`src/rtl/serial_sub_pkg.sv`:
```
// serial_sub_pkg -- shared definitions for the bit-serial subtractor.
//   state_t : FSM encoding (IDLE=0, RUN=1, DONE=2)
//   cnt_w() : bit-counter width for a given operand width
package serial_sub_pkg;

  typedef enum logic [1:0] {
    IDLE = 2'd0,
    RUN  = 2'd1,
    DONE = 2'd2
  } state_t;

  // Counter only has to reach WIDTH-1. The floor of 1 keeps the vector legal.
  function automatic int cnt_w(input int w);
    return (w < 2) ? 1 : $clog2(w);
  endfunction

endpackage

```
`src/rtl/full_subtractor_mux.sv`:
```
// full_subtractor_mux -- combinational 1-bit full subtractor.
//   ai   : minuend bit
//   bi   : subtrahend bit
//   bin  : borrow in
//   d    : difference bit, ai ^ bi ^ bin, built as a mux on ai
//   bout : borrow out
module full_subtractor_mux (
  input  logic ai,
  input  logic bi,
  input  logic bin,
  output logic d,
  output logic bout
);

  logic w_x;

  assign w_x  = bi ^ bin;
  // ai selects between the inverted and the true parity of bi/bin.
  assign d    = ai ? ~w_x : w_x;
  assign bout = (~ai & bi) | (~(ai ^ bi) & bin);

endmodule

```
`src/rtl/serial_subtractor.sv`:
```
// serial_subtractor -- LSB-first bit-serial a - b over WIDTH cycles.
//   clk, rst_n : rising-edge clock, asynchronous active-low reset
//   start      : request, accepted only in IDLE (a, b sampled then)
//   a, b       : minuend / subtrahend
//   busy       : high while bits are being processed
//   done       : one-cycle pulse, result valid
//   diff       : a - b mod 2^WIDTH, held until the next completion
//   borrow     : final borrow out (a < b unsigned)
//   ovf        : signed overflow when SERIAL_SUB_SIGNED_OVF_EN is defined,
//                otherwise constant 0
module serial_subtractor
  import serial_sub_pkg::*;
#(
  parameter int WIDTH = 8
) (
  input  logic             clk,
  input  logic             rst_n,
  input  logic             start,
  input  logic [WIDTH-1:0] a,
  input  logic [WIDTH-1:0] b,
  output logic             busy,
  output logic             done,
  output logic [WIDTH-1:0] diff,
  output logic             borrow,
  output logic             ovf
);

  localparam int CW = cnt_w(WIDTH);

  state_t           r_state, w_state_nxt;
  logic [CW-1:0]    r_cnt;
  logic [WIDTH-1:0] r_a_sh, r_b_sh;
  // The LSB of a full-width result register would never be read, so the
  // register keeps only the upper WIDTH-1 bits; the new bit completes it.
  logic [WIDTH-2:0] r_res;
  logic             r_borrow_q;
  logic             r_busy, r_done, r_borrow;
  logic [WIDTH-1:0] r_diff;
  logic             w_d, w_bout, w_last;
  logic [WIDTH-1:0] w_res_nxt;

  full_subtractor_mux u_cell (
    .ai   (r_a_sh[0]),
    .bi   (r_b_sh[0]),
    .bin  (r_borrow_q),
    .d    (w_d),
    .bout (w_bout)
  );

  assign w_last    = (r_state == RUN) && (r_cnt == CW'(WIDTH - 1));
  assign w_res_nxt = {w_d, r_res};

  always_ff @(posedge clk or negedge rst_n) begin
    if (!rst_n) r_state <= IDLE;
    else        r_state <= w_state_nxt;
  end

  always_comb begin
    w_state_nxt = r_state;
    case (r_state)
      IDLE:    if (start)  w_state_nxt = RUN;
      RUN:     if (w_last) w_state_nxt = DONE;
      DONE:    w_state_nxt = IDLE;
      default: w_state_nxt = IDLE;
    endcase
  end

  always_ff @(posedge clk or negedge rst_n) begin
    if (!rst_n) begin
      r_cnt      <= '0;
      r_a_sh     <= '0;
      r_b_sh     <= '0;
      r_res      <= '0;
      r_borrow_q <= 1'b0;
      r_busy     <= 1'b0;
      r_done     <= 1'b0;
      r_diff     <= '0;
      r_borrow   <= 1'b0;
    end else begin
      // Status flags follow the next state so they are true flops.
      r_busy <= (w_state_nxt == RUN);
      r_done <= (w_state_nxt == DONE);
      case (r_state)
        IDLE: if (start) begin
          r_a_sh     <= a;
          r_b_sh     <= b;
          r_borrow_q <= 1'b0;
          r_cnt      <= '0;
        end
        RUN: begin
          r_a_sh     <= r_a_sh >> 1;
          r_b_sh     <= r_b_sh >> 1;
          r_borrow_q <= w_bout;
          r_cnt      <= r_cnt + CW'(1);
          r_res      <= w_res_nxt[WIDTH-1:1];
          if (w_last) begin
            r_diff   <= w_res_nxt;
            r_borrow <= w_bout;
          end
        end
        default: ;
      endcase
    end
  end

`ifdef SERIAL_SUB_SIGNED_OVF_EN
  logic r_a_msb, r_b_msb, r_ovf;

  always_ff @(posedge clk or negedge rst_n) begin
    if (!rst_n) begin
      r_a_msb <= 1'b0;
      r_b_msb <= 1'b0;
      r_ovf   <= 1'b0;
    end else begin
      if (r_state == IDLE && start) begin
        r_a_msb <= a[WIDTH-1];
        r_b_msb <= b[WIDTH-1];
      end
      // Operands of differing sign whose result sign differs from a.
      if (w_last) r_ovf <= (r_a_msb ^ r_b_msb) & (r_a_msb ^ w_d);
    end
  end

  assign ovf = r_ovf;
`else
  assign ovf = 1'b0;
`endif

  assign busy   = r_busy;
  assign done   = r_done;
  assign diff   = r_diff;
  assign borrow = r_borrow;

endmodule

```
`config.mk`:
```
export PLATFORM = sky130hd
export DESIGN_NAME = serial_subtractor
export DESIGN_NICKNAME = d
export VERILOG_FILES = /design/src/rtl/serial_sub_pkg.sv /design/src/rtl/full_subtractor_mux.sv /design/src/rtl/serial_subtractor.sv
export SDC_FILE = /design/constraint.sdc
export NUM_CORES = 1
export LEC_CHECK = 0
export CORE_ASPECT_RATIO = 2
export CORE_MARGIN = 5
export CORE_UTILIZATION = 40
export CTS_BUF_LIST = sky130_fd_sc_hd__clkbuf_4
export CTS_CLUSTER_SIZE = 12
export DETAILED_ROUTE_END_ITERATION = 10
export DONT_BUFFER_PORTS = 1
export GPL_ROUTABILITY_DRIVEN = 0
export GPL_TIMING_DRIVEN = 0
export REMOVE_ABC_BUFFERS = 1
export SETUP_SLACK_MARGIN = 0.4
export SLEW_MARGIN = 15
export SYNTH_ARGS = -nofsm -noshare
export SYNTH_HDL_FRONTEND = slang
export SYNTH_SLANG_ARGS = --single-unit
```
`constraint.sdc`:
```
create_clock -name clk -period 1.54 [get_ports clk]
set_input_delay 0.385 -clock clk [delete_from_list [all_inputs] [get_ports clk]]
set_output_delay 0.385 -clock clk [all_outputs]
set_load 0.1 [all_outputs]
```
==> results of run 1 <==
-- cell type report --
class	count	area, sq um
fillers	356	2020
flip-flops and latches	40	1050
multi-input cells	69	773
repair buffers	25	267
inverters	20	75.1
well taps	54	67.6
clock buffers	6	45.0
clock inverters	1	5.00
-- cells in the final DEF (no fill, tap or decap), types with 2 or more instances in the layout --
cell / netlist / routed
nor2b_4: 0 / 2
a22o_1: 2 / 2
dfrtp_1: 40 / 27
o21bai_4: 1 / 4
nand2_1: 2 / 2
clkbuf_4: 0 / 6
buf_4: 4 / 11
dfrtp_4: 0 / 12
buf_12: 0 / 3
a222oi_1: 14 / 14
nand3b_4: 0 / 2
mux2_4: 7 / 16
o311ai_1: 0 / 2
nand4bb_1: 2 / 2
nor2_1: 14 / 14
buf_6: 5 / 11
inv_1: 20 / 19
a21oi_2: 0 / 2
-- routing by layer --
layer | wire, um | global-route usage (%)
met1 | 1690 | 16.6
met2 | 2250 | 23.4
met3 | 183 | 3.73
met4 | 116 | 7.46
met5 | 0 | 0
-- kinds of logic after synthesis --
| group | Yosys count | share of synthesized area (%) |
|---|---|---|
| AND/OR/NAND/NOR | 22 | 6.52 |
| AO/OA/AOI/OAI | 22 | 12.0 |
| multiplexers | 17 | 12.3 |
| other | 1 | 0.212 |
| buffers and inverters | 31 | 9.71 |
| flip-flops | 40 | 56.7 |
| adder cells (fa/ha/maj) | 3 | 2.55 |
-- state kept, by name, summed over array words and instances, names as in the netlist --
| signal | count |
|---|---|
| busy | 1 |
| diff | 8 |
| borrow | 1 |
| r_b_sh | 8 |
| r_borrow_q | 1 |
| done | 1 |
| r_a_sh | 8 |
| r_res | 7 |
| r_cnt | 3 |
| r_state | 2 |
-- where the power goes --
part | switching (mW) | internal, mW
logic | 0.897 | 1.35
clock network | 0.320 | 0.186
registers | 1.26 | 1.63
total | 2.48 | 3.17
-- worst max path at each step --
stage | start | end | depth (start not counted)
after floorplan | r_state[1] | r_res[6] | 2
final | diff[7] | diff[7] | 0
after global placement | r_state[1] | r_res[6] | 2
after CTS | diff[7] | diff[7] | 0
after global routing | diff[5] | diff[5] | 0
after detailed placement | r_state[1] | r_res[6] | 2
-- worst reg2reg max path: stages, from the launching register on --
cell	delay [ns]
dfrtp_1	0.41
ha_2	0.20
ha_4	0.19
nand3b_4	0.14
mux2_4	0.32
-- what timing repair did --
action                                  in CTS  in global routing
pin swaps                                   20                  7
buffers inserted                            19                  6
endpoints found under the hold margin       40                 40
cloned                                       4                  0
endpoints found under the setup margin      51                 50
gates resized for setup                     58                  9
-- Yosys cell counts (2+ instances only) --
cell type,number
a21oi_1,2
a222oi_1,14
a22o_1,2
buf_2,2
buf_4,4
buf_6,5
dfrtp_1,40
ha_1,2
inv_1,20
mux2_1,6
mux2_2,3
mux2_4,7
nand2_1,2
nand4bb_1,2
nor2_1,14
o311ai_0,2
-- per-stage QoR --
step | setup slack [ns] | cells | util [%]
after floorplan | -0.191 | 125 | -
after global placement | -0.603 | 179 | 40.4
after detailed placement | -0.671 | 179 | 40.4
after CTS | 0.163 | 209 | 51.0
after global routing | 0.134 | 215 | 53.1
final | 0.172 | 215 | 53.1
==> metrics.yaml, run 1 <==
outcome: "finished, violations left"
failed_checks: "hold timing"
p_leak_nw: 1.07
wl_per_cell_um: 19.7
path_clk_slew_ns: 0.11
rsz0062_at_grt: "yes"
endpoint_kind: "output pin"
grt_pass1_vias: 1246
cp_max_fo: 2
critPathKind: "reg -> out"
cap_violations: 0
antenna_found_initial: 0
dp_hpwl_um: 2130
fin_skew_ns: 0.00826
htree_levels: 2
drive_above_1_share_pct: 47.2
max_freq_mhz: 731
start_kind: "flop"
cts_tree: "built"
ys_seq_area_share_pct: 56.7
synth-seq-cells: 40
first_pass_iters: 5
syn2layout_area_growth_pct: 29.1
min_path_type: "in -> async"
syn_area_sq_um: 1770
dpl_cell_area_sq_um: 1740
drt_iter0_markers: 69
yosys_warnings: 0
ir_drop_uv: 1230
pin_count: 31
antenna_cells: 0
viasPerCell: 5.47
total_power_mw: 5.64
synth_top_cell_by_area: "dfrtp_1"
synthDistinctLibCells: 25
cts-root-buf: "clkbuf_4"
period_share_pct: 88.9
overflow: 0
nNetsFinal: 183
r2r_setup_slack_ns: 0.17
cellPowerDensity_nw_per_um2: 2480
core_area_sq_um: 4300
cts_max_path_buffers: 2
synth.area.top_cells: "dfrtp_1, a222oi_1, mux2_4"
r2r-end: "diff[2]"
async_flop_share_pct: 100
min_period_ns: 1.37
grtUsageTotal_pct: 14.3
hold_viol_final: 40
clkLatencyLatePin_ns: 0.35
grt_pass1_wl_um: 6480
die_x_um: 57.0
numPortBuffers: 0
cts_made_buffers: 5
synth_ff_type: "dfrtp_1"
rr_worst_depth: 4
grt_start_max_net_pins: 41
die_height_um: 104
r2r-start: "r_cnt[1]"
fin_hold_ws_ns: -0.287
die_area_sq_um: 5920
start_util_pct: 41.1
tns_ns: 0
fp-row-count: 34
ant_nets: 0
synth_edf_count: 0
cts_num_sinks: 40
cp.arrival_ns: 0.98
drc: 0
setup_viol: 0
post-route-cell-area_sq_um: 2280
syn-mean-instance-area_sq_um: 13.0
wirelength_um: 4230
num_vias: 1177
syn_inst: 136
slew_violations: 0
synth_top_area_share_pct: 56.7
required_ns: 1.15
Power figures use the tool's default switching activity.
==> inputs of run 2 (changes only) <==
--- a/config.mk
+++ b/config.mk
@@ -14,7 +14,6 @@
 export DONT_BUFFER_PORTS = 1
 export GPL_ROUTABILITY_DRIVEN = 0
 export GPL_TIMING_DRIVEN = 0
-export REMOVE_ABC_BUFFERS = 1
 export SETUP_SLACK_MARGIN = 0.4
 export SLEW_MARGIN = 15
 export SYNTH_ARGS = -nofsm -noshare
==> run 2 against run 1 <==
The run still ends with hold timing left. Cell count decreased by 0.93%. Core utilization decreased by 2.4 points. Hold slack improved by 0.0029 ns. Wire length fell by 11%. Clock-buffer cell count increased by 1. Die area is the same. Setup slack got worse by 0.018 ns. Critical path depth is 5 higher. Final area shrank 4.6%. Total power is 3.3% lower. Sequential share of layout area increased by 2.0 points. Maximum frequency down 1.3%. Critical path type is now reg -> reg. Critical endpoint is now diff[2]. Largest power group unchanged.
==> metrics.yaml, run 2 (synthesis gave the netlist of run 1 again) <==
start_kind: "flop"
ant_nets: 0
num_vias: 1162
die_height_um: 104
htree_levels: 2
slew_violations: 0
wl_per_cell_um: 17.7
routed.top_layer: "met4"
grt_pass1_wl_um: 6000
cts_num_sinks: 40
endpoint_kind: "flop"
r2r_setup_slack_ns: 0.15
min_period_ns: 1.39
cp.arrival_ns: 1.63
die_x_um: 57.0
grt_pass1_vias: 1258
failed_checks: "hold timing"
grtUsageTotal_pct: 13.0
outcome: "finished, violations left"
fin_skew_ns: 0.0116
dp_hpwl_um: 2420
nNetsFinal: 181
layout_commonest_cell: "dfrtp_1"
met3RoutedLength_um: 265
syn2layout_area_growth_pct: 23.2
cts_tree: "built"
fin_cells: 213
n_fill_cell: 381
start_util_pct: 41.1
period_share_pct: 90.0
cp_max_fo: 9
critPathKind: "reg -> reg"
numPortBuffers: 0
drt_iter0_markers: 101
max_freq_mhz: 721
viasPerCell: 5.46
cellPowerDensity_nw_per_um2: 2510
regArea_sq_um: 1040
multi_input_area_sq_um: 677
p_leak_nw: 1.04
rsz0062_at_grt: "yes"
drive_above_1_share_pct: 45.3
clkLatencyLatePin_ns: 0.34
fp-row-count: 34
tns_ns: 0
required_ns: 1.78
pin_count: 31
min_path_type: "in -> async"
r2r-start: "r_cnt[1]"
antenna_cells: 0
hold_viol_final: 40
placed_cells: 190
die_area_sq_um: 5920
cap_violations: 0
total_power_mw: 5.46
drc: 0
wl_met2_um: 2050
r2r-end: "diff[2]"
first_pass_iters: 5
wl_met1_um: 1320
cts-root-buf: "clkbuf_4"
synth_nets: 158
overflow: 0
cts_made_buffers: 5
core_area_sq_um: 4300
grt_start_max_net_pins: 41
wirelength_um: 3770
rr_worst_depth: 5
ir_drop_uv: 1340
cts_max_path_buffers: 2
fin_hold_ws_ns: -0.284
path_clk_slew_ns: 0.11
setup_viol: 0
antenna_found_initial: 0
layout_common_cells: "dfrtp_1, inv_1, mux2_4"
run 2: per-layer routing:
| layer | vias to the layer above | GRT usage (%) |
|---|---|---|
| li1 | 517 | - |
| met1 | 582 | 13.1 |
| met2 | 51 | 22.5 |
| met3 | 12 | 4.84 |
| met4 | 0 | 6.97 |
| met5 | - | 0 |
run 2: worst max path at each step:
stage,startpoint,end,cells past startpoint
6_report,r_cnt[1],diff[2],5
5_1_grt,r_cnt[1],diff[2],5
4_1_cts,r_cnt[1],diff[2],5
3_5_place_dp,r_cnt[1],diff[2],5
3_3_place_gp,r_cnt[1],diff[2],5
2_1_floorplan,r_cnt[1],diff[1],5
run 2: worst max-delay path, stage by stage, from the launching register on:
cell and delay [ns]:
dfrtp_1 0.40, ha_2 0.20, ha_4 0.16, nand3b_4 0.08
buf_12 0.14, mux2_4 0.30
run 2: metrics by stage:
stage | instance area (sq um) | hold WS, ns | setup WS [ns] | util [%]
2_1_floorplan | 1810 | 0.0894 | 0.191 | -
3_3_place_gp | 1880 | 0.0906 | 0.141 | 43.7
3_5_place_dp | 1880 | 0.0905 | 0.115 | 43.7
4_1_cts | 2120 | -0.297 | 0.151 | 49.4
5_1_grt | 2170 | -0.310 | 0.105 | 50.6
6_report | 2170 | -0.284 | 0.154 | 50.6
run 2: final cells by class:
cell class	instances	share of cell area, %
repair buffers	16	6.21
flip-flops and latches	40	47.9
plain buffers	11	5.75
well taps	54	3.11
inverters	20	3.45
multi-input cells	65	31.1
clock buffers	7	2.42
run 2: power breakdown:
part	total [mW]	leakage, nW	internal [mW]	switching [mW]
Sequential	2.87	0.468	1.63	1.25
Clock	0.530	0.0322	0.208	0.323
Combinational	2.06	0.538	1.25	0.809
Total	5.46	1.04	3.08	2.38
run 2: repair_timing:
action | CTS | global route
pin swaps | 10 | 2
buffers inserted | 9 | 5
setup endpoints to repair | 48 | 51
cloned | 2 | 0
resized for setup | 38 | 7
endpoints found under the hold margin | 40 | 40
==> inputs of run 3 (changes only) <==
--- a/config.mk
+++ b/config.mk
@@ -7,7 +7,7 @@
 export LEC_CHECK = 0
 export CORE_ASPECT_RATIO = 2
 export CORE_MARGIN = 5
-export CORE_UTILIZATION = 40
+export CORE_UTILIZATION = 32
 export CTS_BUF_LIST = sky130_fd_sc_hd__clkbuf_4
 export CTS_CLUSTER_SIZE = 12
 export DETAILED_ROUTE_END_ITERATION = 10
==> run 3 against run 2 <==
Flip-flop and latch count is the same. Clock skew is essentially flat. Final area grew 4.3%. Core utilization shrank 8.8 points. Global-route usage shrank 2.1 points. Largest cell class unchanged. Highest routed layer unchanged. The flow still finishes with violations (hold timing).
==> metrics.yaml, run 3 (synthesis gave the netlist of run 1 again) <==
outcome: "finished, violations left"
drive_above_1_share_pct: 50.3
cts_max_path_buffers: 2
min_period_ns: 1.41
grt_start_max_net_pins: 41
slew_violations: 0
max_freq_mhz: 708
placed_cells: 196
num_vias: 1195
grt_pass1_vias: 1325
htree_levels: 2
post-route-util_pct: 41.8
tns_ns: 0
overflow: 0
rr_worst_depth: 5
viasPerCell: 5.31
cell_internal_pwr_mw: 3.15
cp_max_fo: 9
synth_nets: 158
critPathKind: "reg -> reg"
dpl_worst_slack_ns: 0.110
layout_commonest_cell: "dfrtp_1"
syn2layout_area_growth_pct: 28.4
switching_share_pct: 43.9
antenna_cells: 0
grt_pass1_wl_um: 6270
switching_power_mw: 2.47
cap_violations: 0
cp.arrival_ns: 1.64
endpoint_kind: "flop"
cellPowerDensity_nw_per_um2: 2480
cts_made_buffers: 5
die_x_um: 62.5
cts-root-buf: "clkbuf_4"
drc: 0
setup_viol: 0
start_kind: "flop"
die_height_um: 115
path_clk_slew_ns: 0.12
hold_viol_final: 40
cts_num_sinks: 40
numPortBuffers: 0
fin_skew_ns: 0.0118
nNetsFinal: 186
pin_count: 31
period_share_pct: 91.8
grtUsageTotal_pct: 11.0
rsz0062_at_grt: "yes"
die_area_sq_um: 7190
ant_nets: 0
antenna_found_initial: 0
fp-row-count: 38
wirelength_um: 4010
clkPwrFrac_pct: 9.4
ir_drop_uv: 1870
first_pass_iters: 4
dp_hpwl_um: 2520
core_area_sq_um: 5420
pwr-share-seq_pct: 51.3
p_leak_nw: 1.08
fin_ws_ns: 0.127
drt_iter0_markers: 52
failed_checks: "hold timing"
required_ns: 1.77
wl_per_cell_um: 17.8
start_util_pct: 32.6
min_path_type: "in -> async"
fin_cells: 225
fin_hold_ws_ns: -0.278
layout_common_cells: "dfrtp_1, inv_1, buf_4, mux2_4"
clkLatencyLatePin_ns: 0.34
cts_tree: "built"
pwr-share-comb_pct: 39.3
[run 3: per-layer routing]
layer  wire length (um)  vias up  track usage [%]
met1               1490      620             11.5
met2               2290       40             20.4
met4                 42        0             3.97
li1                   -      531                -
met3                187        4             3.13
met5                  0        -                0
[run 3: final timing paths]
check	from	to	slack, ns
setup / recovery	r_cnt[1]	diff[5]	0.13
hold / removal	rst_n	r_b_sh[2]	-0.28
setup reg to reg	r_cnt[1]	diff[5]	0.13
hold reg to reg	r_borrow_q	r_borrow_q	0.53
max in group asynchronous	rst_n	r_b_sh[0]	1.73
min in group clk	start	r_a_sh[7]	0.17
[run 3: through the flow]
| step | instance area (sq um) | power, mW |
|---|---|---|
| final | 2270 | 5.62 |
| after floorplan | 1810 | 4.02 |
| after global placement | 1890 | 4.25 |
| after detailed placement | 1890 | 4.38 |
| after global routing | 2270 | 5.89 |
| after CTS | 2150 | 5.42 |
[run 3: worst max-delay path, cell delays in order (launching register included)]
cell and delay, ns:
dfrtp_1 0.40, ha_2 0.20, ha_4 0.17, nand3b_4 0.09, buf_12 0.14, mux2_4 0.30
[run 3: what timing repair did]
action	CTS	global route
buffers inserted	9	7
endpoints found under the hold margin	40	40
cloned	4	1
setup endpoints to repair	48	51
gates resized for setup	40	17
pin swaps	7	14
[run 3: power by group through the flow]
stage | sequential (mW) | clock (mW) | combinational (mW)
CTS | 2.89 | 0.556 | 1.98
global route | 2.94 | 0.598 | 2.36
detailed placement | 2.80 | 0 | 1.58
floorplan | 2.71 | 0 | 1.31
finish | 2.88 | 0.527 | 2.21
global placement | 2.77 | 0 | 1.48
[run 3: area by class of cell]
cell class	instances	area (sq um)
clock inverter	2	12.5
multi-input combinational	65	709
tap	60	75.1
buffer	11	129
inverter	20	75.1
sequential	40	1040
timing repair buffer	21	178
fill	519	3150
clock buffer	6	45.0
